==> src/rtl/phaser_out_pkg.sv <==
// Shared types and widths for the write-path phaser controller.
package phaser_out_pkg;

    typedef enum logic [1:0] {
        RESET      = 2'd0,
        LOCK_WAIT  = 2'd1,
        SERDES_RST = 2'd2,
        READY      = 2'd3
    } state_t;

    localparam int FINE_W   = 6;
    localparam int COARSE_W = 9;
    localparam int FINE_MAX = 63;

endpackage

==> src/rtl/phaser_tap_ctr.sv <==
// Saturating up/down tap register with optional parallel load.
// Out-of-range moves or loads leave the tap alone and flag a one-cycle overflow.
module phaser_tap_ctr #(
    parameter int WIDTH = 6,
    parameter int MAX   = 63,
    parameter int INIT  = 0
) (
    input  logic             i_clk,
    input  logic             i_rst_n,
    input  logic             i_en,
    input  logic             i_inc,
    input  logic             i_load,
    input  logic [WIDTH-1:0] i_load_val,
    output logic [WIDTH-1:0] o_tap,
    output logic             o_overflow,
    output logic             o_accept
);

    localparam logic [WIDTH-1:0] L_MAX  = WIDTH'(MAX);
    localparam logic [WIDTH-1:0] L_INIT = WIDTH'(INIT);

    logic [WIDTH-1:0] r_tap;
    logic             r_overflow;
    logic [WIDTH-1:0] w_next_tap;
    logic             w_overflow;
    logic             w_accept;

    // Load outranks a step; o_accept marks any request that is applied.
    always_comb begin
        w_next_tap = r_tap;
        w_overflow = 1'b0;
        w_accept   = 1'b0;
        if (i_load) begin
            if (i_load_val > L_MAX) begin
                w_overflow = 1'b1;
            end else begin
                w_next_tap = i_load_val;
                w_accept   = 1'b1;
            end
        end else if (i_en) begin
            if (i_inc) begin
                if (r_tap == L_MAX) begin
                    w_overflow = 1'b1;
                end else begin
                    w_next_tap = r_tap + WIDTH'(1);
                    w_accept   = 1'b1;
                end
            end else begin
                if (r_tap == '0) begin
                    w_overflow = 1'b1;
                end else begin
                    w_next_tap = r_tap - WIDTH'(1);
                    w_accept   = 1'b1;
                end
            end
        end
    end

    always_ff @(posedge i_clk or negedge i_rst_n) begin
        if (!i_rst_n) begin
            r_tap      <= L_INIT;
            r_overflow <= 1'b0;
        end else begin
            r_tap      <= w_next_tap;
            r_overflow <= w_overflow;
        end
    end

    assign o_tap      = r_tap;
    assign o_overflow = r_overflow;
    assign o_accept   = w_accept;

endmodule

==> src/rtl/phaser_out_ctl.sv <==
// Write-path phaser controller: lock/OSERDES reset sequencing, fine and coarse
// output delay taps with settle tracking, coarse read-back and DQS/DQ OE windows.
module phaser_out_ctl
    import phaser_out_pkg::*;
#(
    parameter int FINE_DELAY         = 0,
    parameter int COARSE_MAX         = 511,
    parameter int LOCK_CYCLES        = 32,
    parameter int OSERDES_RST_CYCLES = 8,
    parameter int SETTLE_CYCLES      = 4,
    parameter int POSTAMBLE_CYCLES   = 2
) (
    input  logic                SYSCLK,
    input  logic                RST_N,
    input  logic                RST,
    input  logic                FINEENABLE,
    input  logic                FINEINC,
    input  logic                COARSEENABLE,
    input  logic                COARSEINC,
    input  logic                COUNTERLOADEN,
    input  logic [COARSE_W-1:0] COUNTERLOADVAL,
    input  logic                COUNTERREADEN,
    input  logic                BURSTPENDING,
    output logic [COARSE_W-1:0] COUNTERREADVAL,
    output logic [FINE_W-1:0]   FINETAP,
    output logic                FINEOVERFLOW,
    output logic                COARSEOVERFLOW,
    output logic                OSERDESRST,
    output logic                PHASELOCKED,
    output logic                DQS_OE,
    output logic                DQ_OE
);

    localparam int SEQ_MAX  = (LOCK_CYCLES > OSERDES_RST_CYCLES) ? LOCK_CYCLES : OSERDES_RST_CYCLES;
    localparam int CNT_W    = $clog2(SEQ_MAX) + 1;
    localparam int SETTLE_W = $clog2(SETTLE_CYCLES + 1);
    localparam int POST_W   = 4;

    state_t               r_state;
    state_t               w_next_state;
    logic [CNT_W-1:0]     r_cnt;
    logic [CNT_W-1:0]     w_next_cnt;
    logic [SETTLE_W-1:0]  r_settle;
    logic [COARSE_W-1:0]  r_readval;
    logic                 r_bp_d1;
    logic                 r_bp_d2;
    logic                 r_dqs_oe;
    logic [POST_W-1:0]    r_post;

    logic                 w_ready;
    logic                 w_move_ok;
    logic                 w_fine_accept;
    logic                 w_coarse_accept;
    logic [COARSE_W-1:0]  w_coarse_tap;

    always_ff @(posedge SYSCLK or negedge RST_N) begin
        if (!RST_N) begin
            r_state <= RESET;
            r_cnt   <= '0;
        end else begin
            r_state <= w_next_state;
            r_cnt   <= w_next_cnt;
        end
    end

    // Soft reset always restarts the lock count, from whatever state we are in.
    always_comb begin
        w_next_state = r_state;
        w_next_cnt   = r_cnt;
        if (RST) begin
            w_next_state = LOCK_WAIT;
            w_next_cnt   = '0;
        end else begin
            case (r_state)
                RESET: begin
                    w_next_state = LOCK_WAIT;
                    w_next_cnt   = '0;
                end
                LOCK_WAIT: begin
                    if (r_cnt == CNT_W'(LOCK_CYCLES - 1)) begin
                        w_next_state = SERDES_RST;
                        w_next_cnt   = '0;
                    end else begin
                        w_next_cnt = r_cnt + CNT_W'(1);
                    end
                end
                SERDES_RST: begin
                    if (r_cnt == CNT_W'(OSERDES_RST_CYCLES - 1)) begin
                        w_next_state = READY;
                        w_next_cnt   = '0;
                    end else begin
                        w_next_cnt = r_cnt + CNT_W'(1);
                    end
                end
                READY: begin
                    w_next_cnt = '0;
                end
                default: begin
                    w_next_state = RESET;
                    w_next_cnt   = '0;
                end
            endcase
        end
    end

    assign w_ready   = (r_state == READY);
    assign w_move_ok = w_ready && (r_settle == '0) && !RST;

    phaser_tap_ctr #(
        .WIDTH (FINE_W),
        .MAX   (FINE_MAX),
        .INIT  (FINE_DELAY)
    ) u_fine (
        .i_clk      (SYSCLK),
        .i_rst_n    (RST_N),
        .i_en       (w_move_ok && FINEENABLE),
        .i_inc      (FINEINC),
        .i_load     (1'b0),
        .i_load_val ('0),
        .o_tap      (FINETAP),
        .o_overflow (FINEOVERFLOW),
        .o_accept   (w_fine_accept)
    );

    phaser_tap_ctr #(
        .WIDTH (COARSE_W),
        .MAX   (COARSE_MAX),
        .INIT  (0)
    ) u_coarse (
        .i_clk      (SYSCLK),
        .i_rst_n    (RST_N),
        .i_en       (w_move_ok && COARSEENABLE),
        .i_inc      (COARSEINC),
        .i_load     (w_move_ok && COUNTERLOADEN),
        .i_load_val (COUNTERLOADVAL),
        .o_tap      (w_coarse_tap),
        .o_overflow (COARSEOVERFLOW),
        .o_accept   (w_coarse_accept)
    );

    always_ff @(posedge SYSCLK or negedge RST_N) begin
        if (!RST_N) begin
            r_settle  <= '0;
            r_readval <= '0;
        end else begin
            if (w_fine_accept || w_coarse_accept) begin
                r_settle <= SETTLE_W'(SETTLE_CYCLES);
            end else if (r_settle != '0) begin
                r_settle <= r_settle - SETTLE_W'(1);
            end
            if (COUNTERREADEN) begin
                r_readval <= w_coarse_tap;
            end
        end
    end

    // DQS opens one cycle after the burst and stays up through the postamble.
    always_ff @(posedge SYSCLK or negedge RST_N) begin
        if (!RST_N) begin
            r_bp_d1  <= 1'b0;
            r_bp_d2  <= 1'b0;
            r_dqs_oe <= 1'b0;
            r_post   <= '0;
        end else if (RST || !w_ready) begin
            r_bp_d1  <= 1'b0;
            r_bp_d2  <= 1'b0;
            r_dqs_oe <= 1'b0;
            r_post   <= '0;
        end else begin
            r_bp_d1 <= BURSTPENDING;
            r_bp_d2 <= r_bp_d1;
            if (BURSTPENDING) begin
                r_dqs_oe <= 1'b1;
                r_post   <= POST_W'(POSTAMBLE_CYCLES);
            end else if (r_dqs_oe) begin
                if (r_post == '0) begin
                    r_dqs_oe <= 1'b0;
                end else begin
                    r_post <= r_post - POST_W'(1);
                end
            end
        end
    end

    assign COUNTERREADVAL = r_readval;
    assign OSERDESRST     = !w_ready;
    assign PHASELOCKED    = w_ready && (r_settle == '0);
    assign DQS_OE         = r_dqs_oe && w_ready && !RST;
    assign DQ_OE          = r_bp_d2 && w_ready && !RST;

endmodule

==> config.mk <==
export PLATFORM = sky130hd
export DESIGN_NAME = phaser_out_ctl
export DESIGN_NICKNAME = d
export VERILOG_FILES = /design/src/rtl/phaser_out_pkg.sv /design/src/rtl/phaser_tap_ctr.sv /design/src/rtl/phaser_out_ctl.sv
export SDC_FILE = /design/constraint.sdc
export NUM_CORES = 1
export LEC_CHECK = 0
export CELL_PAD_IN_SITES_DETAIL_PLACEMENT = 1
export CELL_PAD_IN_SITES_GLOBAL_PLACEMENT = 2
export CORE_UTILIZATION = 37
export DETAILED_ROUTE_END_ITERATION = 8
export PLACE_DENSITY_LB_ADDON = 0.1
export SYNTH_ARGS = -nofsm -noshare
export SYNTH_HDL_FRONTEND = slang
export SYNTH_SLANG_ARGS = --single-unit
==> constraint.sdc <==
create_clock -name SYSCLK -period 6.7 [get_ports SYSCLK]
set_input_delay 2.01 -clock SYSCLK [delete_from_list [all_inputs] [get_ports SYSCLK]]
set_output_delay 2.01 -clock SYSCLK [all_outputs]
set_load 0.01 [all_outputs]
# Word level (Yosys, flattened, before mapping)
# Cells that the tools add are included.
# totals
ff_bits	44
output_inout_bits	21
wordCells	112
# classes
n_addsub	7
magnitude_cmp	1
eq_ne	15
muxes	49
reduce_logical	28
# ops
operator	n
$mux W9	6
$mux W6	6
$mux W1	26
$pmux W6 S3	1
$mux W4	4
$add A6 B1 Y6 const B	2
$add A9 B1 Y9 const B	1
$eq A9 B9 Y1 const B	1
$gt A9 B9 Y1 const B	1
$logic_and A1 B1 Y1	9
$logic_not A9 Y1	1
$ne A3 B3 Y1 const B	3
$sub A9 B1 Y9 const B	1
$eq A6 B3 Y1 const B	1
$eq A6 B5 Y1 const B	1
$eq A6 B6 Y1 const B	1
$logic_not A6 Y1	1
$mux W2	3
$mux W3	2
$ne A2 B2 Y1 const B	3
$ne A3 B2 Y1 const B	2
$pmux W2 S3	1
$reduce_and A3 Y1	2
$reduce_bool A3 Y1	2
15 further kinds	19

# Longest topological paths before layout
# Gate-level depths: netlist of run 1.
# logic_depth
depth_word	8
mapped_depth	9

# Cells and area by module
# From an unflattened synthesis of run 1, not the netlist that was laid out.
# hier_totals
hier_cells	282
hier_area_um2	2768.9
# by_module_without_submodules
mod	instances	cells_each	area_per_inst_um2	seq_area_each_um2
phaser_out_ctl	1	121	1336.3	675.6
phaser_tap_ctr at u_coarse	1	98	843.3	250.2
phaser_tap_ctr at u_fine	1	63	589.3	175.2

# Worst setup path before layout of run 1
# No wires, ideal clock.
# synth_path
path_kind	input-to-output
start	in RST
end	out DQ_OE
arrival_ns	2.365
path_slack_ns	2.325
path_stages	2
cell_sequence	nor2b_4 > and2_1
# synth_via
elab_chain_len	2
# synth_rtl
item	line_no	source
start: declaration	phaser_out_ctl.sv:15	input logic RST,
$logic_not A1 Y1	phaser_out_ctl.sv:189	assign DQ_OE = r_bp_d2 && w_ready && !RST;
$logic_and A1 B1 Y1	phaser_out_ctl.sv:189	
end: declaration	phaser_out_ctl.sv:31	output logic DQ_OE
# No other way between the ends.

# Final worst setup path of run 1
# Ends and elaborated chain as after synthesis.

==> impl_metrics.ini, run 1 <==
[sta]
final_hold_viol_count = 0
finalSetupTns_ns = 0
min_period_ns = 5.50
fmax_ghz = 0.182
finClkSkew_ns = 0.00495
tightest_slew_ns = 0.999
drv_slew = 0
post-route-period-util_pct = 82.1
max_slew_margin_pct = 33.4
rsz0062_at_grt = false
setup_viol = 0

[floorplan]
die_h_um = 88.1
initial_core_util_pct = 38.0
num_rows = 31
io_pins = 40
die_width_um = 88.1
dieArea_um2 = 7760
core_area_um2 = 7210

[yosys]
yosys.area_share.adder_pct = 11.0
synth-edff-count = 0
ys.warnings.count = 0
synthDistinctLibCells = 49
syn_inst = 269
ys_top_cells_by_area = dfrtp_1, ha_1, mux2_2, xnor2_1, nor2_1
yosysSeqAreaShare_pct = 40.2
synth_ff_type = dfrtp_1
yosysTopAreaCellShare_pct = 40.2
synth_mux_area_share_pct = 8.26
synth_simple_gate_area_share_pct = 20.0
synth_compound_area_share_pct = 11.8
avgSynthCellArea_um2 = 10.2
synth_top_cell_by_area = dfrtp_1
synth_top_family_by_area = simple AND/OR/NAND/NOR gates
synth-seq-cells = 44
synthArstFlopShare_pct = 100
syn-cell-area_um2 = 2740
synth_nets = 311
synth_xor_area_share_pct = 5.43

[detailed_routing]
drc_errors = 2
wl_per_cell_um = 15.0
vias = 2087
drtPass1Iterations = 6
viasPerCell = 5.10
drt-initial-drc-count = 54
drt_wl_total_mm = 6.13
antenna_left = 0

[worst_setup_path]
critPathMaxFanout = 8
endpoint_kind = output port
critPathArrivalTime_ns = 3.49
worst_ep_required_time_ns = 4.69
cp-start-kind = input port
crit_path_frequent_cell = clkdlybuf4s50_1
crit_chain = clkdlybuf4s50_1 > nor2b_4 > and2_1 > clkdlybuf4s50_1
critPathMaxStageDelay_ns = 0.54
crit_slowest_cell = clkdlybuf4s50_1
critical_path_class = in2out

[cts]
cts_max_level = 2
cts_buffers = 5
clk_latency_ns = 0.30
cts_resized = 0
cts_root_buf = clkbuf_8
ctsHoldBuffers = 0
clk_pin_slew_worst_paths_ns = 0.09
cts.sinks = 44
tritoncts = built
post_cts_buffers = 0
cts.path.max_buffers = 2

[placement]
place_congestion = 0.752
place_hpwl_mm = 4.54
place_area_um2 = 3220
portBuffers = 39

[global_route]
antenna_found_initial = 0
grt_pass1_vias = 2172
grt_util_all_layers_pct = 18.0
grt_max_degree = 45
overflow = 0
grt_pass1_wl_mm = 10.8

[flow_run]
cap_violations = 0

[finish]
area_growth_pct = 21.9
final_cell_mix = dfrtp_1, clkdlybuf4s50_1, nor2_1
regArea_um2 = 1100
fin_area_um2 = 3340
multiInputGateArea_um2 = 1550
drive_above_1_share_pct = 10.0
fillers = 824
diodes = 0
layout.nets = 351
final_common_cell = dfrtp_1

[outcome]
status = complete, but fails checks
violations = DRC

[pwr]
powerDensity_nw_per_um2 = 180
ir_worst_vdd_mv = 0.0989
p_leak_nw = 1.52

[worst_hold_path]
hold_class = reg2reg
[report_power, final]
| group | total, mW | switching (mW) | internal, mW |
|---|---|---|---|
| Combinational | 0.0987 | 0.0541 | 0.0445 |
| Clock | 0.218 | 0.0963 | 0.122 |
| Sequential | 0.285 | 0.00705 | 0.278 |
[Yosys cell counts, types with 8 or more instances]
library cell and count:
dfrtp_1 44, nor2_1 22, ha_1 21, nand2_1 17
a21oi_1 14, inv_1 14, xnor2_1 12, nand3_1 11
mux2_2 10, nor3_1 10, mux2i_1 8
[kinds of logic after synthesis]
logic type,count (synthesis)
AO/OA/AOI/OAI,50
XOR/XNOR,17
adder cells (fa/ha/maj),23
buffers and inverters,21
flip-flops,44
multiplexers,21
AND/OR/NAND/NOR,93
[stage by stage]
stage                     hold WS [ns]  setup WS [ns]  std cells  power (mW)  utilization, %
after floorplan                  0.428           2.32        269       0.361               -
after detailed placement         0.454           1.19        401       0.391            44.6
final                            0.468           1.20        409       0.602            46.3
after global routing             0.495           1.10        409       0.637            46.3
after global placement           0.440           1.22        401       0.386            44.6
after CTS                        0.475           1.19        409       0.612            46.3
[layout make-up]
type | instances | area share, %
Multi-Input combinational cell | 204 | 46.4
Sequential cell | 44 | 32.9
Timing Repair Buffer | 40 | 11.8
Tap cell | 99 | 3.71
Clock buffer | 6 | 2.47
Inverter | 14 | 1.57
Clock inverter | 2 | 1.16
[registers in the layout, summed over array words and instances, names as in the netlist]
signal,cells
COUNTERREADVAL,9
u_coarse.o_tap,9
r_cnt,6
u_fine.o_tap,6
r_post,4
r_settle,3
r_state,2
r_bp_d1,1
r_bp_d2,1
r_dqs_oe,1
u_coarse.o_overflow,1
u_fine.o_overflow,1
[final timing paths]
kind                             start                 to  slack (ns)  depth (start not counted)
max in group asynchronous        RST_N  u_coarse.o_tap[8]        4.21                          1
setup / recovery                   RST              DQ_OE        1.20                          4
hold / removal                 r_bp_d1            r_bp_d2        0.47                          1
setup reg to reg           r_settle[0]    u_fine.o_tap[4]        4.07                          6
hold reg to reg                r_bp_d1            r_bp_d2        0.47                          1
min in group asynchronous        RST_N  u_coarse.o_tap[3]        1.86                          1
[metal layers]
metal | share of wire, % | GRT usage (%) | up-vias
li1 | - | - | 1039
met1 | 49 | 25.2 | 1027
met2 | 47 | 28.6 | 17
met3 | 2.6 | 3.58 | 4
met4 | 0.80 | 4.69 | 0
met5 | 0 | 0 | -
[worst max-delay path: cells and delay by family]
| family | cells | cell delay, ns |
|---|---|---|
| buffers and inverters | 2 | 1.05 |
| AND/OR/NAND/NOR | 2 | 0.43 |
No activity file was read; power rests on OpenSTA's default activity.
==> inputs of run 2 (changes only) <==
CORE_UTILIZATION = 31   (was 37)
clock period = 5 ns   (was 6.7 ns; I/O delays follow)
==> run 2 against run 1 <==
  * The run now ends clean
  * Wire length rose by 6.2%
  * Count of clock-buffer cells in the layout is the same
  * Worst setup slack got worse by 0.70 ns
  * Critical endpoint unchanged
  * Highest routed layer unchanged
==> impl_metrics.ini, run 2 (same netlist as run 1, synthesis figures left out) <==
[placement]
placed_cells = 407
portBuffers = 39
place_congestion = 0.745
place_hpwl_mm = 4.76

[sta]
finalSetupTns_ns = 0
setup_viol = 0
max_slew_margin_pct = 33.6
min_period_ns = 4.50
tightest_slew_ns = 0.996
fmax_ghz = 0.222
finClkSkew_ns = 0.0160
final_hold_viol_count = 0
rsz0062_at_grt = false
drv_slew = 0
post-route-period-util_pct = 90.0
whs_ns = 0.457

[cts]
cts_buffers = 5
clk_pin_slew_worst_paths_ns = 0.10
cts_max_level = 2
tritoncts = built
cts.path.max_buffers = 2
ctsHoldBuffers = 0
post_cts_buffers = 0
cts_root_buf = clkbuf_8
clk_latency_ns = 0.31
cts.sinks = 44
cts_resized = 0

[pwr]
p_int_uw = 596
p_switching_uw = 217
seq_power_share_pct = 47.0
combPwrFrac_pct = 16.3
clock_power_share_pct = 36.7
ir_worst_vdd_mv = 0.146
p_leak_nw = 1.52
powerDensity_nw_per_um2 = 243
switching_share_pct = 26.7

[flow_run]
cap_violations = 0

[detailed_routing]
wl_per_cell_um = 15.7
vias = 2080
viasPerCell = 5.01
drtPass1Iterations = 4
antenna_left = 0
drc_errors = 0
drt-initial-drc-count = 34
drt_wl_total_mm = 6.51

[global_route]
overflow = 0
grt_max_degree = 45
grt_pass1_wl_mm = 11.1
gr-usage-met2_pct = 25.9
grtUsageMet3_pct = 3.32
grt-busiest-layer = met2
grt_util_all_layers_pct = 16.0
antenna_found_initial = 0
use_met1_pct = 21.3
grt_pass1_vias = 2181

[floorplan]
die_h_um = 96.0
initial_core_util_pct = 32.7
core_area_um2 = 8380
die_width_um = 96.0
num_rows = 33
io_pins = 40
dieArea_um2 = 9220

[worst_setup_path]
crit_path_frequent_cell = clkdlybuf4s50_1
critPathBufInv = 2
startpoint = RST
cp.depth = 4
critPathMaxFanout = 8
crit_chain = clkdlybuf4s50_1 > nor2b_4 > and2_1 > clkdlybuf4s50_1
reg2reg_depth = 6
endpoint_kind = output port
crit_family = buffers and inverters
worstReg2RegStart = r_settle[0]
critPathMaxStageDelay_ns = 0.52
critical_path_class = in2out
cp-start-kind = input port
worst_ep_required_time_ns = 3.50
crit_slowest_cell = clkdlybuf4s50_1
critPathArrivalTime_ns = 3.00

[finish]
drive_above_1_share_pct = 10.0
final_cell_mix = dfrtp_1, clkdlybuf4s50_1, nor2_1
diodes = 0
area_growth_pct = 22.2
fillers = 957
layout.nets = 351
stdcell_count = 415
final_common_cell = dfrtp_1

[worst_hold_path]
hold_class = reg2reg
holdCritStartpoint = r_bp_d1
hold_depth = 1

[outcome]
status = finished clean
run 2: cell counts in the layout (fill, tap and decap cells not counted):
No cell type changed its count.
run 2: power by group through the flow:
stage | sequential [mW] | combinational [mW] | clock, mW
2_1_floorplan | 0.387 | 0.0963 | 0
3_5_place_dp | 0.389 | 0.134 | 0
5_1_grt | 0.384 | 0.151 | 0.320
3_3_place_gp | 0.389 | 0.131 | 0
4_1_cts | 0.382 | 0.135 | 0.310
6_report | 0.382 | 0.133 | 0.298
run 2: path summary, 6_finish.rpt:
path | slack, ns | to
max in group asynchronous | 3.02 | u_coarse.o_tap[1]
setup / recovery | 0.50 | DQ_OE
setup reg to reg | 2.44 | u_fine.o_tap[4]
min in group asynchronous | 1.35 | r_post[1]
hold reg to reg | 0.46 | r_bp_d2
hold / removal | 0.46 | r_bp_d2
run 2: layout make-up:
type	instances	area [um2]	area share (%)
well taps	105	131	3.92
flip-flops and latches	44	1100	32.9
multi-input cells	204	1550	46.3
repair buffers	40	393	11.7
clock buffers	6	82.6	2.47
clock inverters	2	38.8	1.16
inverters	14	52.6	1.57
run 2: through the flow:
stage | worst slack [ns] | util, % | total power [mW] | instance area [um2]
3_3_place_gp | 0.515 | 38.5 | 0.520 | 3230
6_report | 0.502 | 40.0 | 0.813 | 3350
2_1_floorplan | 1.64 | - | 0.483 | 2740
4_1_cts | 0.475 | 40.0 | 0.828 | 3350
5_1_grt | 0.400 | 40.0 | 0.855 | 3350
3_5_place_dp | 0.469 | 38.5 | 0.523 | 3230
run 2: worst register-to-register path: stages, from the launching register on:
cell and delay, ns:
dfrtp_1 0.37, inv_1 0.11, ha_1 0.18, nor2b_1 0.52
nand3_1 0.35, nor3_4 0.55, mux2_1 0.37
run 2: per-layer routing:
metal  vias to the layer above  wire length, um
met3                         7              207
met2                        26             2950
met1                      1006             3250
met4                         0               97
li1                       1041                -
met5                         -                0
==> inputs of run 3 (changes only) <==
HOLD_SLACK_MARGIN = 0.06   (was default)
PLACE_DENSITY = 0.8   (was default)
PLACE_DENSITY_LB_ADDON = default   (was 0.1)
SKIP_LAST_GASP = 1   (was default)
==> run 3 against run 2 <==
  * Clock power decreased by 11%
  * Clock skew decreased by 0.0088 ns
  * Via count increased by 1.3%
  * Sequential share of layout area increased by 0.22 points
  * Fmax increased by 0.23%
  * Global-route usage decreased by 0.69 points
  * Power decreased by 4.3%
  * Core utilization decreased by 0.27 points
  * Die area unchanged
  * Critical path depth unchanged
  * Sequential power about the same
  * Count of clock-buffer cells in the layout decreased by 1
  * Critical path type unchanged
==> impl_metrics.ini, run 3 (same netlist as run 1, synthesis figures left out) <==
[detailed_routing]
antenna_left = 0
drt_wl_total_mm = 6.44
drc_errors = 0
drt-initial-drc-count = 62
viasPerCell = 5.10
vias = 2107
wl_per_cell_um = 15.6
drtPass1Iterations = 4

[worst_hold_path]
hold_class = reg2reg

[worst_setup_path]
crit_slowest_cell = clkdlybuf4s50_1
crit_path_frequent_cell = clkdlybuf4s50_1
crit_chain = clkdlybuf4s50_1 > nor2b_4 > and2_1 > clkdlybuf4s50_1
critical_path_class = in2out
critPathMaxFanout = 8
critPathArrivalTime_ns = 2.99
critPathMaxStageDelay_ns = 0.54
cp-start-kind = input port
worst_ep_required_time_ns = 3.50
endpoint_kind = output port

[pwr]
seq_power_share_pct = 49.1
clock_power_share_pct = 34.0
powerDensity_nw_per_um2 = 234
ir_worst_vdd_mv = 0.124
p_switching_uw = 202
switching_share_pct = 26.0
power_uw = 778
combPwrFrac_pct = 16.9
p_leak_nw = 1.51
p_int_uw = 575

[flow_run]
cap_violations = 0

[global_route]
grt_util_all_layers_pct = 15.3
gr-usage-met2_pct = 24.4
grt_pass1_wl_mm = 10.8
overflow = 0
antenna_found_initial = 0
use_met1_pct = 21.5
grt_max_degree = 45
grt-busiest-layer = met2
grtUsageMet3_pct = 2.69
grt_pass1_vias = 2137

[sta]
max_slew_margin_pct = 30.1
finalSetupTns_ns = 0
min_period_ns = 4.49
post-route-period-util_pct = 89.7
tightest_slew_ns = 1.05
rsz0062_at_grt = false
drv_slew = 0
fmax_ghz = 0.223
worst_slack_ns = 0.513
final_hold_viol_count = 0
setup_viol = 0
finClkSkew_ns = 0.00727

[cts]
post_cts_buffers = 0
clk_pin_slew_worst_paths_ns = 0.08
cts_max_level = 2
cts_buffers = 5
tritoncts = built
ctsHoldBuffers = 0
cts.path.max_buffers = 2
clk_latency_ns = 0.30
cts_root_buf = clkbuf_8
cts.sinks = 44
cts_resized = 0

[floorplan]
die_width_um = 96.0
core_area_um2 = 8380
die_h_um = 96.0
dieArea_um2 = 9220
num_rows = 33
io_pins = 40
initial_core_util_pct = 32.7

[finish]
layout.nets = 351
diodes = 0
drive_above_1_share_pct = 9.42
area_growth_pct = 21.4
final_common_cell = dfrtp_1
fillers = 935
final_cell_mix = dfrtp_1, clkdlybuf4s50_1, nor2_1
post-route-util_pct = 39.7

[placement]
place_congestion = 0.797
place_hpwl_mm = 4.80
portBuffers = 39
preCtsSetupSlack_ns = 0.484

[outcome]
status = finished clean
[run 3: final cells by class]
| type | instances | area (um2) | share of cell area [%] |
|---|---|---|---|
| flip-flops and latches | 44 | 1100 | 33.1 |
| clock buffers | 5 | 68.8 | 2.07 |
| clock inverters | 1 | 30.0 | 0.903 |
| repair buffers | 40 | 393 | 11.8 |
| multi-input cells | 204 | 1550 | 46.6 |
| well taps | 105 | 131 | 3.95 |
| inverters | 14 | 52.6 | 1.58 |
[run 3: through the flow]
| step | cells | cell area, um2 | hold WS (ns) |
|---|---|---|---|
| global placement | 407 | 3230 | 0.438 |
| global route | 413 | 3330 | 0.492 |
| floorplan | 269 | 2740 | 0.428 |
| detailed placement | 407 | 3230 | 0.451 |
| CTS | 413 | 3330 | 0.475 |
| finish | 413 | 3330 | 0.471 |
[run 3: critical path: cells and delay by family]
kind	cells	cell delay [ns]
AND/OR/NAND/NOR	2	0.43
buffers and inverters	2	1.06
[run 3: routing by layer]
layer,up-vias,wire (um)
met3,6,173
met5,-,0
li1,1037,-
met2,27,3070
met1,1037,3110
met4,0,88
[run 3: power by group through the flow]
stage	combinational, mW	sequential [mW]	clock (mW)
2_1_floorplan	0.0963	0.387	0
3_3_place_gp	0.128	0.388	0
3_5_place_dp	0.134	0.389	0
4_1_cts	0.134	0.382	0.277
5_1_grt	0.151	0.385	0.290
6_report	0.131	0.382	0.264
[run 3: path summary, 6_finish.rpt]
kind | start | end | slack (ns) | cells after the start
min reg2reg | r_bp_d1 | r_bp_d2 | 0.47 | 1
max reg2reg | r_settle[0] | u_fine.o_tap[4] | 2.46 | 6
min | r_bp_d1 | r_bp_d2 | 0.47 | 1
min in group asynchronous | RST_N | u_coarse.o_tap[1] | 1.36 | 1
max | RST | DQ_OE | 0.51 | 4
max in group asynchronous | RST_N | r_cnt[3] | 2.96 | 1
